==> config.mk <==
export PLATFORM = sky130hd
export DESIGN_NAME = clk_div_ctrl
export DESIGN_NICKNAME = d
export VERILOG_FILES = /design/src/rtl/clk_div_pkg.sv /design/src/rtl/clk_div_ctrl_half_period_counter.sv /design/src/rtl/clk_div_ctrl.sv
export SDC_FILE = /design/constraint.sdc
export NUM_CORES = 1
export LEC_CHECK = 0
export ABC_AREA = 1
export CAP_MARGIN = 10
export CORE_MARGIN = 5
export CORE_UTILIZATION = 42
export CTS_BUF_LIST = sky130_fd_sc_hd__clkbuf_8 sky130_fd_sc_hd__clkbuf_16
export DETAILED_ROUTE_END_ITERATION = 8
export SYNTH_ARGS = -nofsm -noshare
export SYNTH_HDL_FRONTEND = slang
export SYNTH_HIERARCHICAL = 1
export SYNTH_SLANG_ARGS = --single-unit
==> constraint.sdc <==
create_clock -name clk -period 5.8 [get_ports clk]
set_clock_uncertainty 0.1 [all_clocks]
set_input_delay 0.58 -clock clk [delete_from_list [all_inputs] [get_ports clk]]
set_output_delay 0.58 -clock clk [all_outputs]
set_load 0.1 [all_outputs]
==> src/rtl/clk_div_pkg.sv <==
// Shared types and defaults for the divided-clock controller.
// Holds the FSM state enum and the reset-time configuration constants.
package clk_div_pkg;

  localparam int          CNT_W_D    = 28;
  localparam int          BURST_W_D  = 8;
  localparam int unsigned DEF_HALF_D = 32'd12500000;

  typedef enum logic [1:0] {
    S_IDLE,
    S_HIGH,
    S_LOW,
    S_DONE
  } state_t;

endpackage

==> src/rtl/clk_div_ctrl_half_period_counter.sv <==
// Phase-length counter: counts 0..i_term-1 while enabled, wraps itself.
// Ports: clk, reset, i_clr (restart at 0), i_en, i_term, o_phase_end.
module half_period_counter #(
  parameter int CNT_W = 28
) (
  input  logic             clk,
  input  logic             reset,
  input  logic             i_clr,
  input  logic             i_en,
  input  logic [CNT_W-1:0] i_term,
  output logic             o_phase_end
);

  logic [CNT_W-1:0] r_cnt;
  logic             w_last;

  assign w_last      = (r_cnt == i_term - CNT_W'(1));
  assign o_phase_end = i_en & w_last;

  always_ff @(posedge clk) begin
    if (reset) begin
      r_cnt <= '0;
    end else if (i_clr) begin
      r_cnt <= '0;
    end else if (i_en) begin
      r_cnt <= w_last ? '0 : r_cnt + CNT_W'(1);
    end
  end

endmodule

==> src/rtl/clk_div_ctrl.sv <==
// Programmable divided-clock generator with burst, stop and done sequencing.
// Ports: clk/reset, cfg_valid/ready/half/bursts, start, stop, busy, done,
//        out_clk, tick, cycles_left. All outputs registered.
module clk_div_ctrl
  import clk_div_pkg::*;
#(
  parameter int          CNT_W    = CNT_W_D,
  parameter int          BURST_W  = BURST_W_D,
  parameter int unsigned DEF_HALF = DEF_HALF_D
) (
  input  logic               clk,
  input  logic               reset,
  input  logic               cfg_valid,
  output logic               cfg_ready,
  input  logic [CNT_W-1:0]   cfg_half,
  input  logic [BURST_W-1:0] cfg_bursts,
  input  logic               start,
  input  logic               stop,
  output logic               busy,
  output logic               done,
  output logic               out_clk,
  output logic               tick,
  output logic [BURST_W-1:0] cycles_left
);

  state_t               r_state, w_state;
  logic                 r_out_clk, w_out_clk;
  logic                 r_tick, w_tick;
  logic                 r_busy, w_busy;
  logic                 r_done, w_done;
  logic                 r_cfg_ready, w_cfg_ready;
  logic [BURST_W-1:0]   r_left, w_left;
  logic [CNT_W-1:0]     r_half, w_half;
  logic [BURST_W-1:0]   r_burst, w_burst;
  logic                 r_stop_pend, w_stop_pend;
  logic                 w_cnt_clr;
  logic                 w_cnt_en;
  logic                 w_phase_end;
  logic                 w_stopping;
  logic [CNT_W-1:0]     w_cfg_half_c;

  half_period_counter #(
    .CNT_W (CNT_W)
  ) u_cnt (
    .clk         (clk),
    .reset       (reset),
    .i_clr       (w_cnt_clr),
    .i_en        (w_cnt_en),
    .i_term      (r_half),
    .o_phase_end (w_phase_end)
  );

  assign w_cfg_half_c = (cfg_half == '0) ? CNT_W'(1) : cfg_half;
  // A stop arriving on the final LOW cycle still wins over completion.
  assign w_stopping   = r_stop_pend | stop;

  always_comb begin
    w_state     = r_state;
    w_out_clk   = r_out_clk;
    w_tick      = 1'b0;
    w_busy      = r_busy;
    w_done      = 1'b0;
    w_cfg_ready = r_cfg_ready;
    w_left      = r_left;
    w_half      = r_half;
    w_burst     = r_burst;
    w_stop_pend = r_stop_pend;
    w_cnt_clr   = 1'b0;
    w_cnt_en    = 1'b0;
    unique case (r_state)
      S_IDLE: begin
        w_cfg_ready = 1'b1;
        if (cfg_valid) begin
          w_half  = w_cfg_half_c;
          w_burst = cfg_bursts;
        end
        if (start) begin
          w_state     = S_HIGH;
          w_out_clk   = 1'b1;
          w_tick      = 1'b1;
          w_busy      = 1'b1;
          w_cfg_ready = 1'b0;
          w_left      = cfg_valid ? cfg_bursts : r_burst;
          w_stop_pend = 1'b0;
          w_cnt_clr   = 1'b1;
        end
      end
      S_HIGH: begin
        w_cnt_en = 1'b1;
        if (stop) w_stop_pend = 1'b1;
        if (w_phase_end) begin
          w_state   = S_LOW;
          w_out_clk = 1'b0;
        end
      end
      S_LOW: begin
        w_cnt_en = 1'b1;
        if (stop) w_stop_pend = 1'b1;
        if (w_phase_end) begin
          if (w_stopping) begin
            w_state     = S_IDLE;
            w_busy      = 1'b0;
            w_cfg_ready = 1'b1;
            w_left      = '0;
            w_stop_pend = 1'b0;
          end else if (r_burst != '0 && r_left <= BURST_W'(1)) begin
            w_state = S_DONE;
            w_busy  = 1'b0;
            w_done  = 1'b1;
            w_left  = '0;
          end else begin
            w_state   = S_HIGH;
            w_out_clk = 1'b1;
            w_tick    = 1'b1;
            if (r_burst != '0) w_left = r_left - BURST_W'(1);
          end
        end
      end
      S_DONE: begin
        w_state     = S_IDLE;
        w_cfg_ready = 1'b1;
      end
      default: begin
        w_state = S_IDLE;
      end
    endcase
  end

  always_ff @(posedge clk) begin
    if (reset) begin
      r_state     <= S_IDLE;
      r_out_clk   <= 1'b0;
      r_tick      <= 1'b0;
      r_busy      <= 1'b0;
      r_done      <= 1'b0;
      r_cfg_ready <= 1'b1;
      r_left      <= '0;
      r_half      <= CNT_W'(DEF_HALF);
      r_burst     <= '0;
      r_stop_pend <= 1'b0;
    end else begin
      r_state     <= w_state;
      r_out_clk   <= w_out_clk;
      r_tick      <= w_tick;
      r_busy      <= w_busy;
      r_done      <= w_done;
      r_cfg_ready <= w_cfg_ready;
      r_left      <= w_left;
      r_half      <= w_half;
      r_burst     <= w_burst;
      r_stop_pend <= w_stop_pend;
    end
  end

  assign out_clk     = r_out_clk;
  assign tick        = r_tick;
  assign busy        = r_busy;
  assign done        = r_done;
  assign cfg_ready   = r_cfg_ready;
  assign cycles_left = r_left;

endmodule
==> flow_summary.yaml, run 1 <==
cells_and_area:
  regArea_um2: 1602
  multiInputGateArea_um2: 3253
  post-route-util_pct: 50.86
  fin_nets: 964
  stdcell_count: 1091
  n_antenna_cell: 0
  fillCellCount: 1325
  final_layout_size_suffix_gt1_share_pct: 8.487
  area_growth_pct: 18.20
cts:
  cts.path.max_buffers: 2
  clkLatencyLatePin_ns: 0.35
  cts_buffers: 9
  cts.clk_slew.worst_paths_ns: 0.06
  cts_tree: "built"
  postCtsSetupRepairBufs: 0
  htree_num_levels: 3
  cts_root_buf: "clkbuf_16"
  ctsHoldBuffers: 0
  cts_sinks: 80
  ctsResizeCount: 0
critical_path:
  startpoint_type: "flip-flop"
  timing.rr.end: "cycles_left[0]"
  worstPathArrival_ns: 3.52
  cp.required_ns: 5.95
  reg2reg_setup_slack_ns: 2.43
  path_class: "reg -> reg"
  endpoint_kind: "flip-flop"
  ff2ff_path_depth: 23
  rr_startpoint: "r_half[0]"
  crit_fanout: 9
  crit_start: "r_half[0]"
  endpoint: "cycles_left[0]"
floorplanning:
  die-area_um2: 15360
  die_h_um: 123.9
  rows: 41
  initial_core_util_pct: 43.03
  coreArea_um2: 12670
  die_w_um: 123.9
  io_pins: 54
place:
  place_inst: 1075
  pre_cts_slack_ns: 2.477
  gp_congestion: 0.8943
  portBuffers: 53
  dpl.hpwl_mm: 11.60
power:
  ir_drop_mv: 0.4645
  power_switching_w: 0.001335
  comb_power_share_pct: 48.6
  total_power_w: 0.002838
  p_per_area_nw_per_um2: 440.3
  clkPwrFrac_pct: 23.1
  internal_power_w: 0.001503
  switching_share_pct: 47.04
  p_leak_nw: 2.771
  pwr-share-seq_pct: 28.3
detailed_routing:
  vias: 5275
  routed_wirelength_mm: 14.82
  drt-wirelength-per-cell_um: 13.58
  antenna_left: 0
  drtIter0Drc: 345
  viasPerCell: 4.835
  drt-pass1-iter-count: 5
  drc: 0
synth:
  syn_nets: 917
  syn_inst: 867
  synth-edff-count: 0
  synth_area_um2: 5453
  ys_types: 32
  synth.area.top_cells: "dfxtp_1 (29%), nand2_1 (15%), inv_1 (8.6%)"
  syn_area_per_cell_um2: 6.289
  ys.flop_type: "dfxtp_1"
  synth_top_area_share_pct: 29.37
  yosysMostFrequentCell: "nand2_1"
  ys.warnings.count: 6
  yosysSeqAreaShare_pct: 29.37
  ys_seq_elements: 80
  synth_top_cell_by_area: "dfxtp_1"
  async_reset_ff_share_pct: 0
  synth_commonest_cells: "nand2_1 (213), inv_1 (125), nor2_1 (113)"
sta:
  finalSetupTns_ns: 0
  hold_viol: 0
  maxSlewHeadroom_pct: 32.55
  worst_slew_pin_slew_ns: 1.011
  fin_crit_sh_pct: 58.15
  finalWorstSetupSlack_ns: 2.427
  maxSlewViolCount: 0
  fin_crit_ns: 3.373
  setup_viol: 0
  fmax_ghz: 0.2965
  rsz0062_at_grt: "no"
global_route:
  antenna_found_initial: 0
  grt_max_degree: 40
  grt_pass1_vias: 5021
  grt_first_pass_wirelength_mm: 25.11
  grt_util_all_layers_pct: 20.98
  grt-ovfl-total: 0
run:
  drv_cap: 0
worst_hold_path:
  hold_class: "reg -> reg"
  holdCritStartpoint: "r_burst[5]"
outcome:
  status: "complete, no violations"
## power by group through the flow
| stage | Combinational [W] | Sequential, W | Clock, W |
|---|---|---|---|
| 3_5_place_dp | 0.00137 | 0.000812 | 0 |
| 5_1_grt | 0.00153 | 0.000820 | 0.000703 |
| 4_1_cts | 0.00138 | 0.000803 | 0.000676 |
| 3_3_place_gp | 0.00137 | 0.000816 | 0 |
| 2_1_floorplan | 0.000818 | 0.00106 | 0 |
| 6_report | 0.00138 | 0.000802 | 0.000656 |
## kinds of logic after synthesis
family / Yosys count / synth area share (%)
adders and majority gates: 9 / 2.065
AOI/OAI and AO/OA: 95 / 9.339
buffers and inverters: 149 / 10.97
xor gates and xnor gates: 51 / 8.513
and+or+nand+nor: 483 / 39.74
DFF: 80 / 29.37
## metrics by stage
| step | instance area [µm²] | hold slack, ns |
|---|---|---|
| 2_1_floorplan | 5453 | 0.3344 |
| 3_3_place_gp | 6100 | 0.3564 |
| 3_5_place_dp | 6100 | 0.3526 |
| 4_1_cts | 6445 | 0.3608 |
| 5_1_grt | 6445 | 0.3952 |
| 6_report | 6445 | 0.3612 |
## metal layers
layer | global-route usage [%] | vias up | wire [µm]
met3 | 4.587 | 25 | 559
met1 | 25.66 | 2342 | 6672
met2 | 36.16 | 99 | 7214
met4 | 7.598 | 0 | 370
li1 | - | 2809 | -
met5 | 0 | - | 0
## worst min-delay path by stage
| stage | to | slack, ns | cells after the start |
|---|---|---|---|
| 5_1_grt | r_burst[4] | 0.40 | 2 |
| 3_3_place_gp | r_burst[5] | 0.36 | 2 |
| 4_1_cts | r_burst[5] | 0.36 | 2 |
| 2_1_floorplan | r_burst[5] | 0.33 | 2 |
| 6_report | r_burst[5] | 0.36 | 2 |
| 3_5_place_dp | r_burst[5] | 0.35 | 2 |
## critical path: stages (launching register included)
cell     delay (ns)
dfxtp_1        0.33
inv_1          0.12
ha_1           0.29
nand2_1        0.13
nor2_1         0.28
nand2_1        0.09
nand2_1        0.08
nand2_1        0.05
nor2_1         0.17
nand3_1        0.10
nor2_1         0.14
nand3_2        0.10
nor2_4         0.12
nand3_4        0.13
inv_1          0.14
inv_1          0.06
nand2_1        0.09
nand2_1        0.08
nor2_2         0.17
o21ai_4        0.14
inv_2          0.15
nand3_1        0.09
nand2_1        0.08
inv_1          0.04
## layout make-up
class,instances,share of cell area [%]
Clock buffer,9,3.494
Clock inverter,7,1.864
Inverter,131,7.630
Multi-Input combinational cell,638,50.48
Sequential cell,80,24.85
Tap cell,172,3.339
Timing Repair Buffer,54,8.348
## cell usage in the layout, fill, tap and decap left out, types with 2 or more instances in the layout
cell type and n:
a211oi_1 6, a21oi_1 44, bufinv_16 3, clkbuf_16 9
clkdlybuf4s50_1 53, clkinv_4 2, dfxtp_1 80, ha_1 9
inv_1 125, inv_2 6, nand2_1 213, nand2_2 7
nand3_1 67, nand3_2 3, nand3b_1 5, nand4_1 15
nor2_1 113, nor2_2 35, nor2_4 6, nor3_1 15
o21ai_0 38, o21ai_1 3, xnor2_1 17, xor2_1 33
## state kept, by name, indices dropped and copies added, names as in the netlist
signal / flops
u_cnt/r_cnt: 28
r_half: 28
busy: 1
out_clk: 1
cycles_left: 8
r_burst: 8
r_stop_pend: 1
done: 1
cfg_ready: 1
r_state: 2
tick: 1
Power figures use the tool's default switching activity.
==> run 2, diff against run 1 <==
Clock period 5.8 ns to 3.04 ns, I/O delays scaled along.
==> run 2 against run 1 <==
Net effect:
- clock-buffer cell count up 2
- routed wire length grew 1.6%
- critical endpoint is now cycles_left[5]
- combinational power increased by 100%
- largest power group unchanged
==> flow_summary.yaml, run 2 (synthesized netlist as in run 1, its figures left out) <==
run:
  drv_cap: 0
power:
  internal_power_w: 0.002835
  p_leak_nw: 2.846
  power_switching_w: 0.002650
  clkPwrFrac_pct: 20.8
  pwr-share-seq_pct: 28.5
  switching_share_pct: 48.32
  comb_power_share_pct: 50.7
  p_per_area_nw_per_um2: 824.3
  ir_drop_mv: 0.7116
place:
  portBuffers: 53
  dpl.hpwl_mm: 11.78
  gp_congestion: 0.9524
cells_and_area:
  area_growth_pct: 22.03
  n_antenna_cell: 0
  final_layout_size_suffix_gt1_share_pct: 15.56
  post-route-util_pct: 52.51
  fin_nets: 977
  final_cell_mix: "nand2_1 (206), inv_1 (121), nor2_1 (97)"
  layout_commonest_cell: "nand2_1"
  top_regs: "r_half (28), u_cnt/r_cnt (28)"
cts:
  cts_buffers: 9
  cts.path.max_buffers: 2
  cts_root_buf: "clkbuf_16"
  cts_sinks: 80
  cts_tree: "built"
  htree_num_levels: 3
  ctsHoldBuffers: 0
  clkLatencyLatePin_ns: 0.35
  cts.clk_slew.worst_paths_ns: 0.06
critical_path:
  ff2ff_path_depth: 20
  endpoint_kind: "flip-flop"
  max_stage_delay_ns: 0.37
  timing.rr.end: "cycles_left[5]"
  crit_fanout: 8
  cp_top_family: "simple AND/OR/NAND/NOR gates"
  endpoint: "cycles_left[5]"
  path_cells: "nor2_2, nand2_1, nor2_2, nand2_1, o21ai_1, nand2_1, nor2_1, nand3_2, nor2_4, nand3_4, inv_2, inv_2, nand2_2, nand2_2, nor2_4, o21ai_4, inv_4, nand2_2, nor2_1, nor2_1"
  crit_start: "r_half[6]"
  worstPathArrival_ns: 2.96
  crit_slowest_cell: "dfxtp_2"
  worst-path-buf-inv: 3
  reg2reg_setup_slack_ns: 0.22
  startpoint_type: "flip-flop"
  crit_cells: 20
  cp.required_ns: 3.18
  rr_startpoint: "r_half[6]"
  path_class: "reg -> reg"
sta:
  worst_slew_pin_slew_ns: 0.9588
  fin_crit_ns: 2.818
  setup_viol: 0
  maxSlewViolCount: 0
  maxSlewHeadroom_pct: 36.01
  fmax_ghz: 0.3549
  hold_viol: 0
  fin_crit_sh_pct: 92.70
  finalSetupTns_ns: 0
global_route:
  grt_first_pass_wirelength_mm: 25.03
  antenna_found_initial: 0
  grt_max_degree: 34
  grt_pass1_vias: 5183
  grt-ovfl-total: 0
  grt_util_all_layers_pct: 20.85
floorplanning:
  die_h_um: 123.9
  initial_core_util_pct: 43.03
  die_w_um: 123.9
  coreArea_um2: 12670
  die-area_um2: 15360
  io_pins: 54
  rows: 41
detailed_routing:
  viasPerCell: 4.906
  drt-pass1-iter-count: 5
  drtIter0Drc: 347
  vias: 5416
  drc: 0
  antenna_left: 0
  drt-wirelength-per-cell_um: 13.63
  routed_wirelength_mm: 15.05
outcome:
  status: "complete, no violations"
worst_hold_path:
  hold_class: "reg -> reg"
  holdCritStartpoint: "r_burst[5]"
==> run 2: changes by cell type in the layout (fill, tap and decap cells not counted), sizes merged, moves of 2 or more <==
cell,change
buf,+24
bufinv,-2
clkbuf,+2
clkdlybuf4s50,-13
clkinv,-3
inv,+2
==> run 2: worst min-delay path, stage by stage (launching register included) <==
cell and delay, ns:
dfxtp_1 0.30, inv_2 0.06, a21oi_1 0.06
==> run 2: cell type report <==
type | count | area, µm²
Fill cell | 1315 | 6017
Multi-Input combinational cell | 640 | 3421
Sequential cell | 80 | 1620
Timing Repair Buffer | 65 | 588.1
Inverter | 131 | 494.2
Clock buffer | 11 | 252.7
Tap cell | 172 | 215.2
Clock inverter | 5 | 62.56
==> run 2: how the worst min path moves through the flow <==
stage	endpoint	slack (ns)	cells past startpoint
6_report	r_burst[5]	0.37	2
5_1_grt	r_burst[2]	0.41	2
4_1_cts	r_burst[5]	0.38	2
3_5_place_dp	busy	0.37	2
3_3_place_gp	r_burst[5]	0.36	2
2_1_floorplan	r_half[12]	0.32	2
==> run 2: routing by layer <==
metal | GRT usage (%) | part of all wire (%) | wire [µm] | up-vias
li1 | - | - | - | 2846
met1 | 25.40 | 46 | 6848 | 2453
met2 | 35.79 | 49 | 7305 | 88
met3 | 4.178 | 3.0 | 447 | 29
met4 | 8.693 | 3.0 | 448 | 0
met5 | 0 | 0 | 0 | -
==> run 2: metrics by stage <==
stage | hold slack [ns] | cells | power (W) | setup WS, ns | area [µm²]
after global routing | 0.4090 | 1104 | 0.005913 | -0.004130 | 6654
after CTS | 0.3776 | 1100 | 0.005343 | 0.008511 | 6455
final | 0.3705 | 1104 | 0.005485 | 0.2220 | 6654
after floorplan | 0.3172 | 867 | 0.003576 | 0.3001 | 5453
after global placement | 0.3602 | 1084 | 0.004180 | 0.03386 | 6135
after detailed placement | 0.3687 | 1084 | 0.004176 | -0.01379 | 6135
==> run 2: what timing repair did <==
item / in CTS / in global routing
buffers inserted: 0 / 2
setup endpoints to repair: 6 / 13
pin swaps: 0 / 20
resized for setup: 1 / 58
gates cloned: 0 / 2
==> run 2: power by group through the flow <==
stage               Clock, W  Sequential [W]  Combinational, W
global placement           0         0.00156           0.00262
floorplan                  0         0.00202           0.00156
detailed placement         0         0.00155           0.00262
global route         0.00121         0.00160           0.00310
finish               0.00114         0.00157           0.00278
CTS                  0.00117         0.00153           0.00264
